**config.mk**
```make
export PLATFORM = sky130hd
export DESIGN_NAME = mux32to1
export DESIGN_NICKNAME = d
export VERILOG_FILES = /design/src/rtl/mux32to1_pkg.sv /design/src/rtl/mux32to1_comb.sv /design/src/rtl/mux32to1.sv
export SDC_FILE = /design/constraint.sdc
export NUM_CORES = 1
export LEC_CHECK = 0
export CELL_PAD_IN_SITES_DETAIL_PLACEMENT = 1
export CELL_PAD_IN_SITES_GLOBAL_PLACEMENT = 1
export CORE_AREA = 2 2 410 412
export DETAILED_ROUTE_END_ITERATION = 10
export DIE_AREA = 0 0 412 414
export PLACE_DENSITY = 0.45
export SETUP_SLACK_MARGIN = 0.4
export SLEW_MARGIN = 25
export SYNTH_ARGS = -nofsm -noshare
export SYNTH_HDL_FRONTEND = slang
export SYNTH_HIERARCHICAL = 1
export SYNTH_SLANG_ARGS = --single-unit
```
**constraint.sdc**
```tcl
create_clock -name Clk -period 0.8 [get_ports Clk]
set_clock_uncertainty 0.05 [all_clocks]
set_input_delay 0.16 -clock Clk [delete_from_list [all_inputs] [get_ports Clk]]
set_output_delay 0.16 -clock Clk [all_outputs]
set_load 0.03 [all_outputs]
```
**src/rtl/mux32to1_pkg.sv**
```systemverilog
// Shared constants for the registered 32:1 data selector.
package mux32to1_pkg;

    localparam int N_IN          = 32;
    localparam int SEL_W         = 5;
    localparam int DEFAULT_WIDTH = 32;

endpackage

```
**src/rtl/mux32to1_comb.sv**
```systemverilog
// Purely combinational 32:1 selection of WIDTH-bit words.
module mux32to1_comb
    import mux32to1_pkg::*;
#(
    parameter int WIDTH = DEFAULT_WIDTH
)
(
    input  logic [N_IN-1:0][WIDTH-1:0] d,
    input  logic [SEL_W-1:0]           sel,
    output logic [WIDTH-1:0]           y
);

    // A 5-bit code indexes exactly 32 entries, so every code has a defined result
    always_comb begin
        y = d[sel];
    end

endmodule

```
**src/rtl/mux32to1.sv**
```systemverilog
// Registered 32:1 selector: Dout takes D[Sel] one clock after sampling.
module mux32to1
    import mux32to1_pkg::*;
#(
    parameter int WIDTH = DEFAULT_WIDTH
)
(
    input  logic             Clk,
    input  logic             Rst_n,
    input  logic [WIDTH-1:0] D0,
    input  logic [WIDTH-1:0] D1,
    input  logic [WIDTH-1:0] D2,
    input  logic [WIDTH-1:0] D3,
    input  logic [WIDTH-1:0] D4,
    input  logic [WIDTH-1:0] D5,
    input  logic [WIDTH-1:0] D6,
    input  logic [WIDTH-1:0] D7,
    input  logic [WIDTH-1:0] D8,
    input  logic [WIDTH-1:0] D9,
    input  logic [WIDTH-1:0] D10,
    input  logic [WIDTH-1:0] D11,
    input  logic [WIDTH-1:0] D12,
    input  logic [WIDTH-1:0] D13,
    input  logic [WIDTH-1:0] D14,
    input  logic [WIDTH-1:0] D15,
    input  logic [WIDTH-1:0] D16,
    input  logic [WIDTH-1:0] D17,
    input  logic [WIDTH-1:0] D18,
    input  logic [WIDTH-1:0] D19,
    input  logic [WIDTH-1:0] D20,
    input  logic [WIDTH-1:0] D21,
    input  logic [WIDTH-1:0] D22,
    input  logic [WIDTH-1:0] D23,
    input  logic [WIDTH-1:0] D24,
    input  logic [WIDTH-1:0] D25,
    input  logic [WIDTH-1:0] D26,
    input  logic [WIDTH-1:0] D27,
    input  logic [WIDTH-1:0] D28,
    input  logic [WIDTH-1:0] D29,
    input  logic [WIDTH-1:0] D30,
    input  logic [WIDTH-1:0] D31,
    input  logic [SEL_W-1:0] Sel,
    output logic [WIDTH-1:0] Dout
);

    logic [N_IN-1:0][WIDTH-1:0] d_bus;
    logic [WIDTH-1:0]           sel_data;

    // Packed bus with Dn at index n (D31 is the most significant element)
    assign d_bus = {D31, D30, D29, D28, D27, D26, D25, D24,
                    D23, D22, D21, D20, D19, D18, D17, D16,
                    D15, D14, D13, D12, D11, D10, D9,  D8,
                    D7,  D6,  D5,  D4,  D3,  D2,  D1,  D0};

    mux32to1_comb #(
        .WIDTH (WIDTH)
    ) u_comb (
        .d   (d_bus),
        .sel (Sel),
        .y   (sel_data)
    );

    // Output register: cleared at once by reset, otherwise reloaded every cycle
    always_ff @(posedge Clk or negedge Rst_n) begin
        if (!Rst_n) begin
            Dout <= '0;
        end else begin
            Dout <= sel_data;
        end
    end

endmodule

```
* Word level (Yosys, flattened, before mapping)
Cells that the tools add are included.
** Storage, ports and cells
- Output and inout bits :: 32
- Word-level logic and storage cells :: 4
- Bits of input ports :: 1031
- Register bits :: 32
** Operators by class
- Multiplexer cells :: 2
- Magnitude comparators :: 1
** Operators with widths (number)
- binary-select mux 32 bit (select 5 bit) :: 1
- two-way mux 32 bit :: 1
- less-than comparator 5 x 6 -> 1 bit, second input constant :: 1

* Logic depth before layout (Yosys ltp)
- Depth in word-level cells :: 2
- Gate-level depth with buffers :: 8
- Gate-level depth less buffers :: 5

* Modules after synthesis
Netlist, hierarchy kept.
** By module, submodules not included
- mux32to1_comb :: area each 8887.3 um^2, instances 1, sequential area each 0.0 um^2, cells each 1158
- mux32to1 :: area each 800.8 um^2, instances 1, sequential area each 800.8 um^2, cells each 32

* Worst setup path before layout
No wires, ideal clock.
- Kind :: input to register
- Start :: input port Sel[1]
- End :: register Dout[25]
- Data required time :: 0.621 ns
- Library setup time :: 0.129 ns
- Slack :: -0.613 ns
- Stages on the path :: 8
- Arrival :: 1.234 ns
- Path buffers :: 4
- Cells stage by stage :: buf_4 > buf_6 > buf_6 > buf_6 > mux2i_1 > a22oi_1 > a31oi_1 > nand3_1
** Between the ends
- Longest elaborated chain between the ends :: 2
** RTL lines
- start: declaration :: RTL line mux32to1.sv:42 : input logic [SEL_W-1:0] Sel,
- binary-select mux 32 bit (select 5 bit) :: RTL line mux32to1_comb.sv:15 : y = d[sel];
- two-way mux 32 bit (implied by the code) :: RTL line mux32to1_comb.sv:15
- net sel_data[25] :: RTL line mux32to1.sv:47 : logic [WIDTH-1:0] sel_data;
- end signal: assignment :: RTL line mux32to1.sv:68 : Dout <= sel_data;
- end: declaration :: RTL line mux32to1.sv:43 : output logic [WIDTH-1:0] Dout
The timed path passes the listed nets, and every way through them passes these cells. The select of a mux whose other input is x is not followed.

* Worst setup path in the final report
- Start :: input port Sel[1]
- End :: register Dout[2]
Same word-level chain as after synthesis.

==> key figures <==
Timing
  – Final setup vio count: 64
  – Worst setup margin: -0.838 ns
  – Setup TNS: -34.27 ns
  – Worst hold slack: -0.250 ns
  – Minimum clock period: 1.64 ns
  – Period utilization: 205%
  – Relative slew slack: 66.8%
  – RSZ-0062 raised after global routing: true
  – Worst-Margin Slew: 0.485 ns
  – Achievable Freq: 0.610 GHz
  – Fin. Hold Viols: 32
  – Max-slew violation count: 0

Global route
  – Initial antenna violation count: 71
  – Largest net degree at the start of global routing: 44
  – Overflow after GRT: 0
  – Vias in the first global route: 17100
  – Global-route wire length before repair: 169 mm
  – Tot GR Track Use: 15.0%

Detailed routing
  – Drt first-iter violations: 693
  – Routed wire length: 135 mm
  – Via count: 16000
  – # DRC: 0
  – Routed wire per std cell: 28.2 µm
  – Drt first pass iters: 5
  – Drt via density: 3.35
  – Post-route ant nets: 0

Layout
  – Share of layout cells above drive strength 1: 29.2%
  – Final net count: 3594
  – Area of the multi-input gates: 10100 µm²
  – Register area: 840 µm²
  – Max reg flops: 32
  – Largest reg by FF count: Dout
  – Final instance area: 29200 µm²
  – Fin util: 17.6%
  – Syn-to-layout area delta: 201%
  – Filler instances: 19300
  – Biggest regs: Dout x32

Worst setup path
  – Crit path to: Dout[2]
  – WS Path Type: input port to register
  – Startpoint Class: input port
  – CP arrival: 1.79 ns
  – Critical path required time: 0.95 ns
  – CP endpoint kind: register
  – CP Max Fanout: 8
  – Worst setup path start: Sel[1]

Clock network
  – Inserted Clock Buffers: 5
  – CTS tree: done
  – Clock-pin slew on the worst setup and hold paths: 0.07 ns
  – Clock Path Buffers: 2
  – Clock sinks: 32
  – Root Buffer: clkbuf_16
  – # H-tree levels: 2

Power and ir drop
  – Power share of the clock group: 10.8%
  – Power Internal: 0.0132 W
  – Psw: 0.00878 W
  – Register share of total power: 9.5%
  – Max IR drop VDD: 0.000764 V
  – Power Total: 0.0220 W
  – Sw frac: 40.0%
  – Pwr Density: 753 nW/µm²
  – Combinational power share: 79.7%
  – Leak: 11.3 nW

Floorplan
  – Die H: 414 µm
  – Row count: 150
  – Die width: 412 µm
  – Full die area: 171000 µm²
  – IO Pins: 1063
  – Starting Density: 5.83%
  – Core area: 166000 µm²

Synthesis
  – Seq/Total Area, Yosys: 8.27%
  – Mapped cell area: 9690 µm²
  – Mean Syn Cell Area: 8.14 µm²
  – Syn Inst Count: 1190
  – Count of cell types in the netlist: 21
  – Syn_nets: 2221
  – Flop and latch count out of synthesis: 32
  – Synth warnings: 6

Status
  – Outcome: complete, but fails checks
  – Failing checks: hold timing, setup timing

Placed design
  – HPWL Detailed: 119 mm
  – Placed cell areas: 25700 µm²
  – Port bufs: 1062
  – Routability congestion estimate: 0.886

Hold path
  – HP Class: input port to asynchronous set/reset pin

Flow run
  – Max-cap violations: 0
## power groups by stage
stage          logic (W)  registers (W)  clock network [W]
2_1_floorplan    0.00393        0.00251                  0
3_3_place_gp      0.0153        0.00211                  0
3_5_place_dp      0.0153        0.00211                  0
4_1_cts           0.0170        0.00210            0.00261
5_1_grt           0.0184        0.00212            0.00259
6_report          0.0175        0.00209            0.00238
## through the flow
stage | instances | hold slack, ns | setup WS, ns
2_1_floorplan | 1190 | -0.186 | -0.527
3_3_place_gp | 4696 | 0.124 | -1.85
3_5_place_dp | 4696 | 0.130 | -1.87
4_1_cts | 4746 | -0.254 | -0.829
5_1_grt | 4769 | -0.245 | -0.865
6_report | 4771 | -0.250 | -0.838
## how the worst min path moves through the flow
stage	start	endpoint	cells past startpoint
floorplan	Rst_n	Dout[0]	0
global placement	Rst_n	Dout[31]	2
detailed placement	Rst_n	Dout[5]	2
CTS	Rst_n	Dout[5]	2
global route	Rst_n	Dout[5]	2
finish	Rst_n	Dout[5]	2
## cells by family after synthesis
kind of cell / count (synthesis) / synth area share (%)
compound gates: 288 / 20.3
flops: 32 / 8.27
buf+inv: 126 / 7.77
simple gates: 232 / 10.8
mux: 512 / 52.9
## critical path, cell delays in order
cell,delay (ns)
buf_16,0.13
buf_16,0.19
buf_16,0.18
buf_12,0.14
buf_6,0.12
mux2i_4,0.31
buf_6,0.15
a22oi_1,0.08
nand3_1,0.20
nand3_2,0.09
## layer usage
metal / routed length (µm) / GRT usage (%) / up-vias / share of wire (%)
met2: 65000 / 26.0 / 648 / 48
met4: 1360 / 1.32 / 62 / 1.0
met5: 420 / 0 / - / 0.31
met3: 8200 / 3.27 / 133 / 6.1
li1: - / - / 7378 / -
met1: 59600 / 19.4 / 7753 / 44
## Yosys cell counts (all sizes together)
master	instances	area, µm²
mux2i	512	5120
nand2	97	364
a21oi	96	480
a22oi	96	721
nand3	96	480
buf	81	577
a22o	64	561
clkbuf	45	176
a31oi	32	200
dfrtp	32	801
nor3	32	160
nand2b	2	12.5
and2	1	6.26
and2b	1	7.51
nor2	1	3.75
nor2b	1	6.26
or2	1	6.26
## what timing repair did
item	CTS	global route
buffers inserted	32	16
pin swaps	29	42
endpoints found under the hold margin	32	32
endpoints found under the setup margin	64	64
gates resized for setup	331	157
cloned	10	6
## final cells by class
cell class,count,area share [%]
Timing Repair Buffer,1492,52.7
Multi-Input combinational cell,1032,34.5
Tap cell,2204,9.45
Sequential cell,32,2.88
Clock buffer,6,0.442
Clock inverter,2,0.0557
Antenna cell,3,0.0257
## cell usage in the layout, fill, tap and decap left out, drive strengths merged, types with 2 or more instances in the layout
cell           count
a22oi             96
bufbuf             2
diode              3
nand3             96
a31oi             32
clkdlybuf4s50   1024
buf              458
a21oi             96
a22o              64
nand2b             2
dfrtp             32
nand2             97
mux2i            512
dlygate4sd2        2
nor3              32
clkbuf            12
No activity file was read; power rests on OpenSTA's default activity.
==> patch 1: new RTL, config.mk and constraints unchanged <==
Change the package constant `DEFAULT_WIDTH` from 32 to 36.
--- a/src/rtl/mux32to1_pkg.sv
+++ b/src/rtl/mux32to1_pkg.sv
@@ -4,5 +4,5 @@
     localparam int N_IN          = 32;
     localparam int SEL_W         = 5;
-    localparam int DEFAULT_WIDTH = 32;
+    localparam int DEFAULT_WIDTH = 36;
 
 endpackage
Interface: changed (33 resized); port bits go from 1063 to 1195. No check against the original RTL was run, so the function may have changed too.
==> patch 1 against the unedited design <==
- the run still ends with hold timing, setup timing left
- final area increased by 14%
- sequential power grew 20%
- sequential cell count up 4
- worst setup slack lost 0.051 ns
- sequential share of layout area hardly changed
- routed wire length increased by 16%
- power increased by 16%
- synthesized area grew 13%
- critical endpoint unchanged
==> patch 1: results (changes against the unedited design) <==
* Outcome: complete, but fails checks (unchanged)
* Failing checks: hold timing, setup timing (unchanged)
* Hold Violations, Final at 36 (was 32)
* Overall routing resource usage at 17.3% (was 15.0%)
* Setup TNS at -39.22 ns (was -34.27 ns)
* Nets at 4023 (was 3594)
* First-pass GRT wire length at 195000 µm (was 169000 µm)
* Fin Hold WS at -0.290 ns (was -0.250 ns)
* Relative slew slack at 67.5% (was 66.8%)
* Sequential share of the synthesized area at 8.21% (was 8.27%)
* CP Data Arrival Time at 1.87 ns (was 1.79 ns)
* IR drop worst, VDD at 0.776 mV (was 0.764 mV)
* GPL Wtd Cong at 0.943 (was 0.886)
* Setup ws final at -0.889 ns (was -0.838 ns)
* Crit path max fanout at 6 (was 8)
* Clock Pin Slew Worst Setup and Hold Paths at 0.09 ns (was 0.07 ns)
* Leakage at 12.9 nW (was 11.3 nW)
* Count of final setup violators at 72 (was 64)
* Total number of vias at 18100 (was 16000)
* Int Pwr at 0.0153 W (was 0.0132 W)
* Routed len/inst at 30.6 µm (was 28.2 µm)
* Dpl cell area at 0.0280 mm² (was 0.0257 mm²)
* Vias in the first global route at 19300 (was 17100)
* Sw frac at 40.3% (was 40.0%)
* Compound-gate portion of the synthesized area at 20.1% (was 20.3%)
* Buffers added on ports at 1194 (was 1062)
[patch 1: cell types whose count changed after synthesis, sizes merged, moves of 8 or more]
cell    change
clkbuf      -8
nand2      +12
buf        +24
mux2i      +64
nand3      +12
a22oi      +12
a22o        +8
a21oi      +12
[patch 1: area by class of cell]
cell class	count	area, µm²
tap	2204	2760
antenna	14	35.0
sequential	36	945
clock inverter	3	42.5
clock buffer	5	125
timing repair buffer	1661	17800
multi-input combinational	1160	11500
fill	19200	133000
[patch 1: logic make-up after synthesis]
logic type / after synthesis
flops: 36
mux: 576
compound gates: 324
simple gates: 260
buf+inv: 142
[patch 1: routing by layer]
layer  wire length (µm)  GRT usage, %  vias to the layer above
met5                232             0                        -
met4               1670          2.20                       36
met3               9380          3.47                      130
met2              78200          30.8                      744
met1              66100          21.7                     8901
li1                   -             -                     8261
[patch 1: timing repair]
action                                 4_1_cts  5_1_grt
buffers inserted                            58       72
gates cloned                                13        8
endpoints found under the hold margin       36       36
resized for setup                          427      219
pin swaps                                   36       72
setup endpoints to repair                   72       72
==> patch 2: new RTL, same settings <==
Without the edit above. Put one more register stage on the output `Dout`, cleared by the reset. The value now appears one clock later. Comments in the files are not updated.
--- a/src/rtl/mux32to1.sv
+++ b/src/rtl/mux32to1.sv
@@ -44,4 +44,6 @@
 );
 
+    logic [WIDTH-1:0] Dout_s0;
+
     logic [N_IN-1:0][WIDTH-1:0] d_bus;
     logic [WIDTH-1:0]           sel_data;
@@ -64,7 +66,15 @@
     always_ff @(posedge Clk or negedge Rst_n) begin
         if (!Rst_n) begin
+            Dout_s0 <= '0;
+        end else begin
+            Dout_s0 <= sel_data;
+        end
+    end
+
+    always_ff @(posedge Clk or negedge Rst_n) begin
+        if (!Rst_n) begin
             Dout <= '0;
         end else begin
-            Dout <= sel_data;
+            Dout <= Dout_s0;
         end
     end
Check against the original RTL: not equivalent (Yosys sat finds a counterexample within 4 cycles, from zero or initial values and one cycle with Rst_n low).
==> patch 2 against the unedited design <==
- the flow still finishes with violations (hold timing, setup timing)
- sequential power is 93% higher
- critical path depth unchanged
- non-clock buffer count is 20 lower
- worst setup slack better by 0.083 ns
- routed wire length decreased by 1.3%
- final area increased by 2.4%
- global-route usage shrank 0.30 points
- sequential cell count up 32
- sequential share of layout area up 2.6 points
- power rose by 17%
- synthesized area is 8.3% higher
- utilization up 0.43 points
- critical path type unchanged
- critical endpoint is now Dout_s0[4]$_DFF_PN0_
- highest routed layer unchanged
==> patch 2: results (changes against the unedited design) <==
* Fin cells at 4794 (was 4771)
* Relative slew slack at 69.7% (was 66.8%)
* CP Data Arrival Time at 1.75 ns (was 1.79 ns)
* Count of final setup violators at 64 (unchanged)
* DR pass1 iterations at 4 (was 5)
* Setup TNS at -32.82 ns (was -34.27 ns)
* Largest regs: Dout (32), Dout_s0 (32) (was Dout (32))
* Leakage at 11.7 nW (was 11.3 nW)
* Overall routing resource usage at 14.7% (was 15.0%)
* Outcome: complete, but fails checks (unchanged)
* Total number of vias at 16200 (was 16000)
* Largest net degree at the start of global routing at 57 (was 44)
* Starting DRC count in detailed routing at 759 (was 693)
* Placed insts at 4667 (was 4696)
* Sequential share of the synthesized area at 15.3% (was 8.27%)
* Setup ws final at -0.756 ns (was -0.838 ns)
* Nets at 3611 (was 3594)
* Fin Hold WS at -0.260 ns (was -0.250 ns)
* Post-place setup slack at -2.07 ns (was -1.87 ns)
* Failing checks: hold timing, setup timing (unchanged)
* CP max stage cell: mux2i_2 (was mux2i_4)
* Antenna violations before repair at 67 (was 71)
* Syn_nets at 2253 (was 2221)
* GPL Wtd Cong at 0.877 (was 0.886)
* First-pass GRT wire length at 166000 µm (was 169000 µm)
* CP startpoint: Sel[1] (unchanged)
* Hold Violations, Final at 64 (was 32)
* Reg-to-reg startpoint: Dout_s0[3]$_DFF_PN0_
* Cts bufs inserted at 9 (was 5)
* IR drop worst, VDD at 0.819 mV (was 0.764 mV)
* CTS H-tree lvls at 3 (was 2)
* Largest stage delay, worst path at 0.23 ns (was 0.31 ns)
* HPWL after detailed placement at 114000 µm (was 119000 µm)
* Share of layout cells above drive strength 1 at 28.1% (was 29.2%)
* Synth area leaders: mux2i_1 49%, dfrtp_1 15%, a22oi_1 6.9% (was mux2i_1 53%, dfrtp_1 8.3%, a22oi_1 7.4%)
* Vias in the first global route at 17500 (was 17100)
* Total Wirelength at 133000 µm (was 135000 µm)
* Tmin final at 1.56 ns (was 1.64 ns)
* Fillers at 19300 (about the same)
* Syn avg cell area at 8.58 µm² (was 8.14 µm²)
patch 2: worst paths after layout:
kind	slack [ns]	to
setup / recovery	-0.76	Dout_s0[4]$_DFF_PN0_
hold / removal	-0.26	Dout_s0[16]$_DFF_PN0_
setup reg to reg	0.18	Dout[3]$_DFF_PN0_
hold reg to reg	0.30	Dout[25]$_DFF_PN0_
max in group asynchronous	0.68	Dout[27]$_DFF_PN0_
min in group Clk	0.30	Dout[25]$_DFF_PN0_
patch 2: where the power goes:
part / total, W / switching, W / internal (W) / leakage (nW)
clock: 0.00456 / 0.00197 / 0.00258 / 0.148
sequential: 0.00403 / 0.000277 / 0.00376 / 0.723
combinational: 0.0172 / 0.00726 / 0.00994 / 10.8
patch 2: layout make-up:
class	instances	area (µm²)	share of cell area (%)
Tap cell	2204	2760	9.22
Multi-Input combinational cell	1033	9840	32.9
Clock buffer	11	253	0.845
Sequential cell	64	1640	5.49
Clock inverter	5	55.1	0.184
Timing Repair Buffer	1472	15300	51.3
Antenna cell	5	12.5	0.0419
patch 2: kinds of logic (layout without fill, tap and decap cells):
logic type	count (synthesis)	after routing	synth area share [%]
AO/OA/AOI/OAI	288	288	18.7
buffers and inverters	126	1488	7.18
flip-flops	64	64	15.3
multiplexers	512	512	48.9
other	0	5	0
AND/OR/NAND/NOR	232	233	9.98
patch 2: stage by stage:
| stage | utilization (%) | instance area [µm²] | hold WS (ns) |
|---|---|---|---|
| global route | 18.0 | 29900 | -0.272 |
| floorplan | - | 10700 | -0.186 |
| global placement | 15.7 | 26100 | 0.158 |
| finish | 18.0 | 29900 | -0.260 |
| CTS | 17.0 | 28300 | -0.277 |
| detailed placement | 15.7 | 26100 | 0.158 |
patch 2: repair_timing:
action | CTS | global route
hold endpoints to repair | 64 | 64
resized for setup | 273 | 200
pin swaps | 29 | 45
setup endpoints to repair | 96 | 96
buffers inserted | 55 | 34
cloned | 7 | 10
patch 2: per-layer routing:
metal | GRT usage (%) | up-vias | wire length [µm]
met5 | 0 | - | 264
met4 | 1.47 | 40 | 1370
met3 | 3.22 | 132 | 8020
met2 | 26.2 | 677 | 66200
met1 | 18.3 | 7864 | 57000
li1 | - | 7453 | -
